`src/rtl/bcd_serial_add_ctrl.sv`:
```
// Digit-serial BCD adder: one shared digit slice, LSD first, carry held between digits.
// Latency DIGITS+1 cycles from Start to Done; Start is ignored while busy and never queued.
module bcd_serial_add_ctrl #(
    parameter int DIGITS = 4
) (
    input  logic                  Clock,
    input  logic                  Resetn,
    input  logic                  Start,
    input  logic [4*DIGITS-1:0]   A,
    input  logic [4*DIGITS-1:0]   B,
    input  logic                  Cin,
    output logic                  Busy,
    output logic                  Done,
    output logic [4*DIGITS-1:0]   Sum,
    output logic                  Cout,
    output logic                  Invalid,
    output logic [2:0]            DigitIdx
);

    localparam int         W        = 4 * DIGITS;
    localparam logic [2:0] LAST_IDX = 3'(DIGITS - 1);

    typedef enum logic [1:0] {
        S_IDLE,
        S_ADD,
        S_DONE
    } state_t;

    state_t         state_q, state_d;
    logic [W-1:0]   a_q, a_d;
    logic [W-1:0]   b_q, b_d;
    logic [W-1:0]   work_q, work_d;
    logic [W-1:0]   sum_q, sum_d;
    logic           carry_q, carry_d;
    logic           inv_q, inv_d;
    logic           cout_q, cout_d;
    logic           invalid_q, invalid_d;
    logic [2:0]     idx_q, idx_d;

    logic [3:0]     dig_a, dig_b, dig_s;
    logic [4:0]     raw;
    logic           carry_n;
    logic           bad_dig;
    logic [W-1:0]   work_shift;

    // Single digit slice: binary add then +6 correction above 9.
    always_comb begin
        dig_a   = a_q[3:0];
        dig_b   = b_q[3:0];
        raw     = {1'b0, dig_a} + {1'b0, dig_b} + {4'b0000, carry_q};
        dig_s   = raw[3:0];
        carry_n = 1'b0;
        if (raw > 5'd9) begin
            dig_s   = raw[3:0] + 4'd6;
            carry_n = 1'b1;
        end
        bad_dig    = (dig_a > 4'd9) || (dig_b > 4'd9);
        work_shift = (work_q >> 4) | (W'(dig_s) << (W - 4));
    end

    always_comb begin
        state_d   = state_q;
        a_d       = a_q;
        b_d       = b_q;
        work_d    = work_q;
        sum_d     = sum_q;
        carry_d   = carry_q;
        inv_d     = inv_q;
        cout_d    = cout_q;
        invalid_d = invalid_q;
        idx_d     = idx_q;
        case (state_q)
            S_IDLE: begin
                if (Start) begin
                    state_d = S_ADD;
                    a_d     = A;
                    b_d     = B;
                    carry_d = Cin;
                    inv_d   = 1'b0;
                    work_d  = '0;
                    idx_d   = 3'd0;
                end
            end
            S_ADD: begin
                a_d     = a_q >> 4;
                b_d     = b_q >> 4;
                carry_d = carry_n;
                work_d  = work_shift;
                inv_d   = inv_q | bad_dig;
                if (idx_q == LAST_IDX) begin
                    state_d   = S_DONE;
                    idx_d     = 3'd0;
                    sum_d     = work_shift;
                    cout_d    = carry_n;
                    invalid_d = inv_q | bad_dig;
                end else begin
                    idx_d = idx_q + 3'd1;
                end
            end
            S_DONE: begin
                state_d = S_IDLE;
            end
            default: begin
                state_d = S_IDLE;
            end
        endcase
    end

    always_ff @(posedge Clock or negedge Resetn) begin
        if (!Resetn) begin
            state_q   <= S_IDLE;
            a_q       <= '0;
            b_q       <= '0;
            work_q    <= '0;
            sum_q     <= '0;
            carry_q   <= 1'b0;
            inv_q     <= 1'b0;
            cout_q    <= 1'b0;
            invalid_q <= 1'b0;
            idx_q     <= 3'd0;
        end else begin
            state_q   <= state_d;
            a_q       <= a_d;
            b_q       <= b_d;
            work_q    <= work_d;
            sum_q     <= sum_d;
            carry_q   <= carry_d;
            inv_q     <= inv_d;
            cout_q    <= cout_d;
            invalid_q <= invalid_d;
            idx_q     <= idx_d;
        end
    end

    assign Busy     = (state_q != S_IDLE);
    assign Done     = (state_q == S_DONE);
    assign Sum      = sum_q;
    assign Cout     = cout_q;
    assign Invalid  = invalid_q;
    assign DigitIdx = idx_q;

endmodule

```
`config.mk`:
```
export PLATFORM = sky130hd
export DESIGN_NAME = bcd_serial_add_ctrl
export DESIGN_NICKNAME = d
export VERILOG_FILES = /design/src/rtl/bcd_serial_add_ctrl.sv
export SDC_FILE = /design/constraint.sdc
export NUM_CORES = 1
export LEC_CHECK = 0
export BUFFER_PORTS_ARGS = -buffer_cell sky130_fd_sc_hd__buf_2
export CAP_MARGIN = 20
export CORE_MARGIN = 3
export CORE_UTILIZATION = 55
export DETAILED_ROUTE_END_ITERATION = 6
export GPL_TIMING_DRIVEN = 0
export PLACE_DENSITY = 0.9
export SETUP_SLACK_MARGIN = 0.02
export SYNTH_ARGS = -nofsm -noshare
export SYNTH_HDL_FRONTEND = slang
export SYNTH_SLANG_ARGS = --single-unit
export TNS_END_PERCENT = 5
```
`constraint.sdc`:
```
create_clock -name Clock -period 2.79 [get_ports Clock]
set_input_delay 0.4185 -clock Clock [delete_from_list [all_inputs] [get_ports Clock]]
set_output_delay 0.4185 -clock Clock [all_outputs]
set_load 0.005 [all_outputs]
```
==> out/metrics.cfg, run 1 <==
[route]
drtAntennaViolNets=0
dr.pass1.iters=4
wire_per_inst_um=17.2
drtIter0Drc=240
vias_per_cell=5.91
wl_um=7830
drc_errors=0
num_vias=2687

[die]
num_rows=27
boundaryPins=59
core-area_um2=5610
die_y_um=82.9
start_util_pct=58.1
die_area_um2=6880
die_x_um=82.9

[placed_design]
place.gp.congestion=0.845
pre_cts_ws_ns=-0.0558
dpl.cell_count=437
place_area_um2=3640
hpwl_um=5400
port_buffers=58

[yosys]
synth_top_area_share_pct=53.0
syn_area_um2=3260
synth.avg_cell_area_um2=10.6
ys_warn_count=0
yosys.area.top_type=dfrtp_1
postSynthCellCount=307
ys_ff_latch=69
yosysSeqAreaShare_pct=53.0
synth.distinct_cells=32
synth_edf_count=0
syn-num-nets=350
yosys-top-cells-area=dfrtp_1 53%, nor2b_1 7.1%, a21oi_1 6.0%
ys.flop_type=dfrtp_1
synthArstFlopShare_pct=100

[timing]
max-slew-margin-rel_pct=43.2
worst_slew_pin_slew_ns=0.853
fin_hold_ws_ns=0.165
setup_slack_ns=0.0680
min_period_ns=2.72
hold_viol=0
rsz0062_at_grt=no
setup_viol=0
skew_ns=0.0106
period_share_pct=97.6
fmax_ghz=0.367
slew_viol_final=0

[final_layout]
final_cell_area_um2=3890
final_nets=421
diodes=0
layout-drive-gt1-share_pct=25.8
mostFrequentLayoutCell=dfrtp_1
finalNonFillerCells=455
area_growth_pct=19.4
layout_common_cells=69 x dfrtp_1, 57 x buf_2, 39 x a21oi_1

[status]
status=finished, final reports clean

[setup_path]
reg2regPathDepth=7
cpMaxStageDelayCell=a21oi_1
crit_arrival_ns=2.96
crit_top_cell=fa_2
critPathMaxFanout=5
r2r_setup_slack_ns=0.07
startpoint_type=register
timing.rr.start=carry_q
crit_buf_inv=0
path_class=register to register
required_ns=3.03
path_cells=fa_2 -> fa_2 -> a21o_2 -> a21oi_1 -> o41ai_4 -> mux2i_1 -> mux2_2
max_stage_delay_ns=0.48
critPathTopFamily=compound AO/OA/AOI/OAI gates
worstReg2RegEnd=Sum[14]
end_kind=register

[worst_hold_path]
hold_class=input port to async pin

[grt]
antenna_found_initial=0
grt_pass1_wl_um=13300
grt_remaining_overflow=0
grt_max_degree=70
first_global_vias=2791
grt_util_all_layers_pct=23.6

[clocking]
cts_tree=yes
clkTransAtPathRegs_ns=0.08
root_buffer=clkbuf_8
clockBufferDepth=2
cts.sinks=69
cts_buffers=9
hold_buffers=0
clk_latency_ns=0.35
htreeDepth=3

[flow_run]
maxCapViolations=0

[pwr]
vdd_ir_drop_max_uv=549
total_power_mw=4.57
p_leak_nw=1.76
powerDensity_nw_per_um2=1180

[synth_stat cells, types with 3 or more instances]
library cell	instances
ha_1	5
o21ai_0	38
a21oi_1	39
nand2_1	11
a22oi_1	24
nand2b_1	3
a22o_1	10
clkbuf_1	22
dfrtp_1	69
mux2_2	14
inv_1	3
nor2b_1	37
nor2_1	6
[what timing repair did]
| item | CTS | global route |
|---|---|---|
| setup endpoints to repair | 5 | 4 |
| setup buffers | 1 | 1 |
| pin swaps | 1 | 3 |
| gates resized for setup | 3 | 0 |
[flip-flops by register name, summed over array words and instances (netlist names)]
name,flops
a_q,16
inv_q,1
work_q,12
b_q,16
carry_q,1
DigitIdx,3
Sum,16
state_q,2
Invalid,1
Cout,1
[metrics by stage]
| step | utilization, % | TNS, ns |
|---|---|---|
| floorplan | - | 0 |
| global placement | 64.8 | 0 |
| detailed placement | 64.9 | -0.0847 |
| CTS | 69.2 | 0 |
| global route | 69.3 | 0 |
| finish | 69.3 | 0 |
[worst max path at each step]
stage / start / to / slack (ns) / depth (start not counted)
6_report: carry_q / Sum[14] / 0.07 / 7
3_5_place_dp: a_q[0] / Sum[14] / -0.06 / 8
4_1_cts: a_q[0] / Sum[14] / 0.04 / 8
5_1_grt: carry_q / carry_q / 0.01 / 7
3_3_place_gp: a_q[0] / Sum[14] / 0.05 / 8
2_1_floorplan: a_q[0] / carry_q / 0.21 / 7
[logic make-up (layout without fill, tap and decap cells)]
family | after synthesis | count (layout) | synth area share (%)
AOI/OAI and AO/OA | 124 | 124 | 23.8
DFF | 69 | 69 | 53.0
and+or+nand+nor | 63 | 63 | 11.0
buffers and inverters | 26 | 102 | 3.00
muxes | 16 | 16 | 5.46
adders and majority gates | 7 | 7 | 3.15
xor gates and xnor gates | 2 | 2 | 0.538
[layer usage]
layer	share of wire, %	wire length (µm)	vias up	global-route usage, %
met1	41	3250	1301	30.7
met5	0	0	-	0
met4	2.9	229	0	11.9
met2	49	3870	112	37.5
met3	6.2	486	24	4.86
li1	-	-	1250	-
[report_power, final]
group	switching (mW)	total, mW	internal (mW)
logic	1.06	1.98	0.917
registers	0.286	1.68	1.40
clock network	0.405	0.911	0.506
[cell type report]
type                    instances  area [µm²]
repair buffers                 60         308
inverters                       3        11.3
clock inverters                 7        97.6
multi-input cells             212        1440
well taps                      72        90.1
fillers                       422        1720
plain buffers                  23        86.3
clock buffers                   9         124
flip-flops and latches         69        1730
(Power assumes the default switching activity.)
==> run 2: changes to the inputs <==
--- a/config.mk
+++ b/config.mk
@@ -7,7 +7,6 @@
 export LEC_CHECK = 0
 export BUFFER_PORTS_ARGS = -buffer_cell sky130_fd_sc_hd__buf_2
 export CAP_MARGIN = 20
-export CORE_MARGIN = 3
 export CORE_UTILIZATION = 55
 export DETAILED_ROUTE_END_ITERATION = 6
 export GPL_TIMING_DRIVEN = 0
==> run 2 against run 1 <==
Compared with the run above: sequential power about the same; critical endpoint unchanged; design area decreased by 0.35%; via count increased by 0.15%; worst setup slack improved by 0.068 ns; register-to-register slack improved by 0.07 ns; final cell count decreased by 0.22%; first-iteration DRC count decreased by 1.7%; clock skew decreased by 0.0027 ns; worst hold slack got worse by 0.013 ns; fmax increased by 2.6%; largest power group unchanged; core utilization decreased by 0.25 points; die area decreased by 9.4%.
==> out/metrics.cfg, run 2 (synthesis gave the netlist of run 1 again) <==
[timing]
skew_ns=0.00790  ; was 0.0106 ns
worst_slew_pin_slew_ns=0.859  ; was 0.853 ns
fin_hold_ws_ns=0.151  ; was 0.165 ns
min_period_ns=2.65  ; was 2.72 ns
max-slew-margin-rel_pct=42.7  ; was 43.2%
hold_viol=0  ; unchanged
fmax_ghz=0.377  ; was 0.367 GHz
rsz0062_at_grt=no  ; unchanged
period_share_pct=95.1  ; was 97.6%
setup_viol=0  ; unchanged
fin_tns_setup_ns=0  ; unchanged
slew_viol_final=0  ; unchanged

[pwr]
power.share.combinational_pct=43.2  ; was 43.3%
netSwitchingPower_mw=1.71  ; was 1.75 mW
p_leak_nw=1.75  ; was 1.76 nW
vdd_ir_drop_max_uv=572  ; was 549 µV
power.internal_mw=2.80  ; was 2.82 mW
powerDensity_nw_per_um2=1160  ; was 1180 nW/µm²
p_sw_share_pct=37.9  ; was 38.4%
clkPwrFrac_pct=19.7  ; was 19.9%
seqPwrFrac_pct=37.1  ; was 36.8%

[setup_path]
path_cells=fa_2 -> fa_2 -> inv_1 -> ha_1 -> nor2b_1 -> o41ai_4 -> mux2i_1 -> mux2_2  ; was fa_2 -> fa_2 -> a21o_2 -> a21oi_1 -> o41ai_4 -> mux2i_1 -> mux2_2
crit_top_cell=fa_2  ; unchanged
end_kind=register  ; unchanged
path_class=register to register  ; unchanged
reg2regPathDepth=8  ; was 7
max_stage_delay_ns=0.56  ; was 0.48 ns
crit_arrival_ns=2.89  ; was 2.96 ns
critPathMaxFanout=4  ; was 5
startpoint_type=register  ; unchanged
r2r_setup_slack_ns=0.14  ; was 0.07 ns
cpMaxStageDelayCell=fa_2  ; was a21oi_1
required_ns=3.03  ; about the same

[grt]
grt_max_degree=70  ; unchanged
antenna_found_initial=0  ; unchanged
grt_util_all_layers_pct=26.7  ; was 23.6%
grt_remaining_overflow=0  ; unchanged
first_global_vias=2648  ; was 2791
grt_pass1_wl_um=12600  ; was 13300 µm

[final_layout]
mostFrequentLayoutCell=dfrtp_1  ; unchanged
finalNonFillerCells=454  ; was 455
layout_common_cells=69 x dfrtp_1, 57 x buf_2, 39 x a21oi_1  ; unchanged
final_util_pct=69.1  ; was 69.3%
multi_input_comb_area_um2=1440  ; unchanged
area_growth_pct=19.0  ; was 19.4%
seqCellArea_um2=1730  ; unchanged
diodes=0  ; unchanged
num-fill-cells=427  ; was 422
layout-drive-gt1-share_pct=25.4  ; was 25.8%
final_nets=420  ; was 421

[route]
drtAntennaViolNets=0  ; unchanged
num_vias=2691  ; was 2687
drtIter0Drc=236  ; was 240
wl_um=7530  ; was 7830 µm
dr.pass1.iters=5  ; was 4
wire_per_inst_um=16.6  ; was 17.2 µm
drc_errors=0  ; unchanged
vias_per_cell=5.93  ; was 5.91

[die]
start_util_pct=58.1  ; unchanged
boundaryPins=59  ; unchanged
die_area_um2=6230  ; was 6880 µm²
die_y_um=78.9  ; was 82.9 µm
core-area_um2=5610  ; unchanged
num_rows=27  ; unchanged
die_x_um=78.9  ; was 82.9 µm

[worst_hold_path]
hold_class=input port to async pin  ; unchanged

[clocking]
cts_buffers=9  ; unchanged
clkTransAtPathRegs_ns=0.08  ; about the same
root_buffer=clkbuf_8  ; unchanged
clockBufferDepth=2  ; unchanged
cts.sinks=69  ; unchanged
htreeDepth=3  ; unchanged
hold_buffers=0  ; unchanged
clk_latency_ns=0.35  ; about the same
cts_tree=yes  ; unchanged

[placed_design]
port_buffers=58  ; unchanged
hpwl_um=5080  ; was 5400 µm
dpl.cell_count=437  ; unchanged
place.gp.congestion=0.831  ; was 0.845

[status]
status=finished, final reports clean  ; unchanged

[flow_run]
maxCapViolations=0  ; unchanged

run 2: cell type report:
class | instances | area share, %
clock inverter | 6 | 2.26
inverter | 3 | 0.291
multi-input combinational | 212 | 37.3
timing repair buffer | 59 | 7.75
sequential | 69 | 44.6
tap | 72 | 2.33
buffer | 23 | 2.23
clock buffer | 10 | 3.29
run 2: final timing paths:
kind | end | startpoint
min reg2reg | Sum[11] | Sum[11]
min | Sum[2] | Resetn
max in group asynchronous | a_q[11] | Resetn
max | Sum[14] | a_q[0]
max reg2reg | Sum[14] | a_q[0]
min in group Clock | a_q[15] | A[15]
run 2: power by group through the flow:
stage	logic, mW	clock network [mW]	registers (mW)
2_1_floorplan	1.36	0	1.63
3_3_place_gp	1.79	0	1.66
3_5_place_dp	1.89	0	1.69
4_1_cts	1.95	0.895	1.67
5_1_grt	2.17	0.931	1.73
6_report	1.95	0.889	1.68
run 2: repair_timing:
| action | in CTS | in global routing |
|---|---|---|
| hold endpoints to repair | 0 | 0 |
| setup endpoints to repair | 5 | 4 |
| gates resized for setup | 3 | 0 |
| pin swaps | 1 | 1 |
| buffers inserted | 1 | 0 |
run 2: critical path, delay by kind of cell, from the launching register on:
kind	cells	cell delay, ns
AOI/OAI and AO/OA	1	0.32
DFF	1	0.42
muxes	2	0.40
and+or+nand+nor	1	0.17
buffers and inverters	1	0.06
adders and majority gates	3	1.17
run 2: per-layer routing:
layer	track usage [%]	share of wire (%)	wire [µm]	up-vias
met5	0	0	0	-
met4	12.5	2.2	166	0
li1	-	-	-	1251
met2	41.4	50	3730	107
met1	35.0	42	3170	1311
met3	7.13	6.1	456	22
run 2: metrics by stage:
stage / power [mW] / setup WS (ns) / cell area [µm²]
after floorplan: 2.99 / 0.209 / 3260
after detailed placement: 3.58 / -0.0802 / 3640
after CTS: 4.52 / 0.0582 / 3870
final: 4.51 / 0.136 / 3870
after global placement: 3.45 / 0.0487 / 3640
after global routing: 4.83 / 0.0233 / 3870
==> run 3: changes to the inputs <==
--- a/config.mk
+++ b/config.mk
@@ -5,12 +5,13 @@
 export SDC_FILE = /design/constraint.sdc
 export NUM_CORES = 1
 export LEC_CHECK = 0
+export ABC_AREA = 1
 export BUFFER_PORTS_ARGS = -buffer_cell sky130_fd_sc_hd__buf_2
 export CAP_MARGIN = 20
 export CORE_UTILIZATION = 55
 export DETAILED_ROUTE_END_ITERATION = 6
 export GPL_TIMING_DRIVEN = 0
-export PLACE_DENSITY = 0.9
+export PLACE_DENSITY = 0.79
 export SETUP_SLACK_MARGIN = 0.02
 export SYNTH_ARGS = -nofsm -noshare
 export SYNTH_HDL_FRONTEND = slang
==> run 3 against run 2 <==
Compared with the run above: sequential cell count stayed put; largest cell class unchanged; highest routed layer unchanged; count of clock-buffer cells in the layout is 1 higher; clock skew is 0.00077 ns lower; worst hold slack better by 0.024 ns; fmax is 2.5% higher.
==> out/metrics.cfg, run 3 <==
[die]
start_util_pct=58.7  ; was 58.1%
boundaryPins=59  ; unchanged
core-area_um2=5240  ; was 5610 µm²
die_y_um=76.7  ; was 78.9 µm
die_area_um2=5890  ; was 6230 µm²
num_rows=26  ; was 27
die_x_um=76.7  ; was 78.9 µm

[yosys]
ys_warn_count=0  ; unchanged
yosysSeqAreaShare_pct=56.2  ; was 53.0%
yosys.area.top_type=dfrtp_1  ; unchanged
yosys-top-cells-area=dfrtp_1 56%, nand2_1 8.7%, o21ai_0 8.3%  ; was dfrtp_1 53%, nor2b_1 7.1%, a21oi_1 6.0%
yosys-top-cells-count=71 x nand2_1, 69 x dfrtp_1, 51 x o21ai_0  ; was 69 x dfrtp_1, 39 x a21oi_1, 38 x o21ai_0
ys.flop_type=dfrtp_1  ; unchanged
synth_edf_count=0  ; unchanged
yosysMostFrequentCell=nand2_1  ; was dfrtp_1
syn_area_um2=3070  ; was 3260 µm²
postSynthCellCount=337  ; was 307
ys_ff_latch=69  ; unchanged
synthArstFlopShare_pct=100  ; unchanged
synth.distinct_cells=25  ; was 32
synth.avg_cell_area_um2=9.12  ; was 10.6 µm²
synth_top_area_share_pct=56.2  ; was 53.0%
syn-num-nets=380  ; was 350

[final_layout]
layout-drive-gt1-share_pct=23.4  ; was 25.4%
final_nets=449  ; was 420
final_util_pct=69.7  ; was 69.1%
diodes=0  ; unchanged
mostFrequentLayoutCell=nand2_1  ; was dfrtp_1
layout_common_cells=70 x nand2_1, 69 x dfrtp_1, 61 x buf_2  ; was 69 x dfrtp_1, 57 x buf_2, 39 x a21oi_1
area_growth_pct=18.8  ; was 19.0%
finalNonFillerCells=481  ; was 454
num-fill-cells=421  ; was 427

[clocking]
cts_tree=yes  ; unchanged
hold_buffers=0  ; unchanged
clk_latency_ns=0.35  ; about the same
cts_buffers=9  ; unchanged
htreeDepth=3  ; unchanged
clockBufferDepth=2  ; unchanged
cts-resized-gates=0  ; was 3
root_buffer=clkbuf_8  ; unchanged
cts.sinks=69  ; unchanged
cts_setup_buffers=0  ; was 1
clkTransAtPathRegs_ns=0.07  ; was 0.08 ns

[grt]
grt_util_all_layers_pct=25.9  ; was 26.7%
antenna_found_initial=0  ; unchanged
grt_pass1_wl_um=11500  ; was 12600 µm
first_global_vias=2443  ; was 2648
grt_remaining_overflow=0  ; unchanged
grt_max_degree=70  ; unchanged

[route]
wl_um=6720  ; was 7530 µm
drtAntennaViolNets=0  ; unchanged
wire_per_inst_um=14.0  ; was 16.6 µm
drc_errors=0  ; unchanged
vias_per_cell=5.28  ; was 5.93
dr.pass1.iters=4  ; was 5
num_vias=2541  ; was 2691
drtIter0Drc=166  ; was 236

[setup_path]
required_ns=3.02  ; was 3.03 ns
startpoint_type=register  ; unchanged
critPathMaxFanout=5  ; was 4
path_class=register to register  ; unchanged
worstReg2RegEnd=work_q[13]  ; was Sum[14]
end_kind=register  ; unchanged
timing.rr.start=a_q[0]  ; unchanged
crit_arrival_ns=2.82  ; was 2.89 ns
reg2regPathDepth=13  ; was 8
r2r_setup_slack_ns=0.20  ; was 0.14 ns

[timing]
fin_hold_ws_ns=0.175  ; was 0.151 ns
rsz0062_at_grt=no  ; unchanged
hold_viol=0  ; unchanged
fin_tns_setup_ns=0  ; unchanged
period_share_pct=92.8  ; was 95.1%
max-slew-margin-rel_pct=44.6  ; was 42.7%
fmax_ghz=0.386  ; was 0.377 GHz
slew_viol_final=0  ; unchanged
skew_ns=0.00713  ; was 0.00790 ns
min_period_ns=2.59  ; was 2.65 ns
worst_slew_pin_slew_ns=0.831  ; was 0.859 ns
setup_viol=0  ; unchanged

[placed_design]
place.gp.congestion=0.814  ; was 0.831
dpl.cell_count=465  ; was 437
port_buffers=58  ; unchanged
hpwl_um=4690  ; was 5080 µm

[status]
status=finished, final reports clean  ; unchanged

[pwr]
total_power_mw=4.83  ; was 4.51 mW
powerDensity_nw_per_um2=1320  ; was 1160 nW/µm²
p_leak_nw=1.85  ; was 1.75 nW
vdd_ir_drop_max_uv=664  ; was 572 µV

[worst_hold_path]
hold_class=input port to async pin  ; unchanged

[flow_run]
maxCapViolations=0  ; unchanged

run 3: worst max path at each step:
stage           start    endpoint  slack [ns]
2_1_floorplan  a_q[0]  work_q[13]        0.44
3_3_place_gp   a_q[0]  work_q[13]        0.24
3_5_place_dp   a_q[0]  work_q[13]        0.18
4_1_cts        a_q[0]  work_q[13]        0.15
5_1_grt        a_q[0]  work_q[13]        0.03
6_report       a_q[0]  work_q[13]        0.20
run 3: worst max-delay path, stage by stage, from the launching register on:
cell	delay [ns]
dfrtp_1	0.42
fa_2	0.44
fa_1	0.40
nand2_1	0.11
nand2_1	0.11
ha_1	0.23
inv_1	0.09
nor2_1	0.04
a21oi_1	0.11
nand2_1	0.14
nand2_2	0.13
nand2_1	0.07
nand3_1	0.08
o21ai_0	0.08
run 3: area by class of cell:
| type | count | area [µm²] | area share (%) |
|---|---|---|---|
| Buffer | 16 | 91.3 | 2.50 |
| Clock buffer | 11 | 141 | 3.87 |
| Clock inverter | 5 | 50.0 | 1.37 |
| Inverter | 29 | 109 | 2.98 |
| Multi-Input combinational cell | 223 | 1150 | 31.5 |
| Sequential cell | 69 | 1730 | 47.3 |
| Tap cell | 70 | 87.6 | 2.40 |
| Timing Repair Buffer | 58 | 293 | 8.02 |
run 3: stage by stage:
step | setup WS (ns) | cell area [µm²]
detailed placement | 0.177 | 3450
finish | 0.202 | 3650
global placement | 0.245 | 3450
floorplan | 0.444 | 3070
CTS | 0.147 | 3640
global route | 0.0309 | 3650
run 3: power breakdown:
part	total, mW	switching (mW)	internal [mW]	leakage (nW)
sequential	1.70	0.254	1.45	0.871
clock	0.796	0.365	0.431	0.103
combinational	2.33	1.46	0.866	0.874
total	4.83	2.08	2.75	1.85
run 3: logic make-up (layout without fill, tap and decap cells):
logic type | count (synthesis) | in the layout | share of synthesized area, %
buffers and inverters | 45 | 119 | 6.51
adder cells (fa/ha/maj) | 7 | 7 | 3.34
flip-flops | 69 | 69 | 56.2
AO/OA/AOI/OAI | 93 | 93 | 17.5
AND/OR/NAND/NOR | 123 | 123 | 16.5
run 3: per-layer routing:
metal / vias to the layer above / track usage [%] / part of all wire (%)
li1: 1256 / - / -
met1: 1187 / 33.1 / 45
met2: 81 / 39.7 / 46
met3: 17 / 7.98 / 6.5
met4: 0 / 13.3 / 2.6
met5: - / 0 / 0
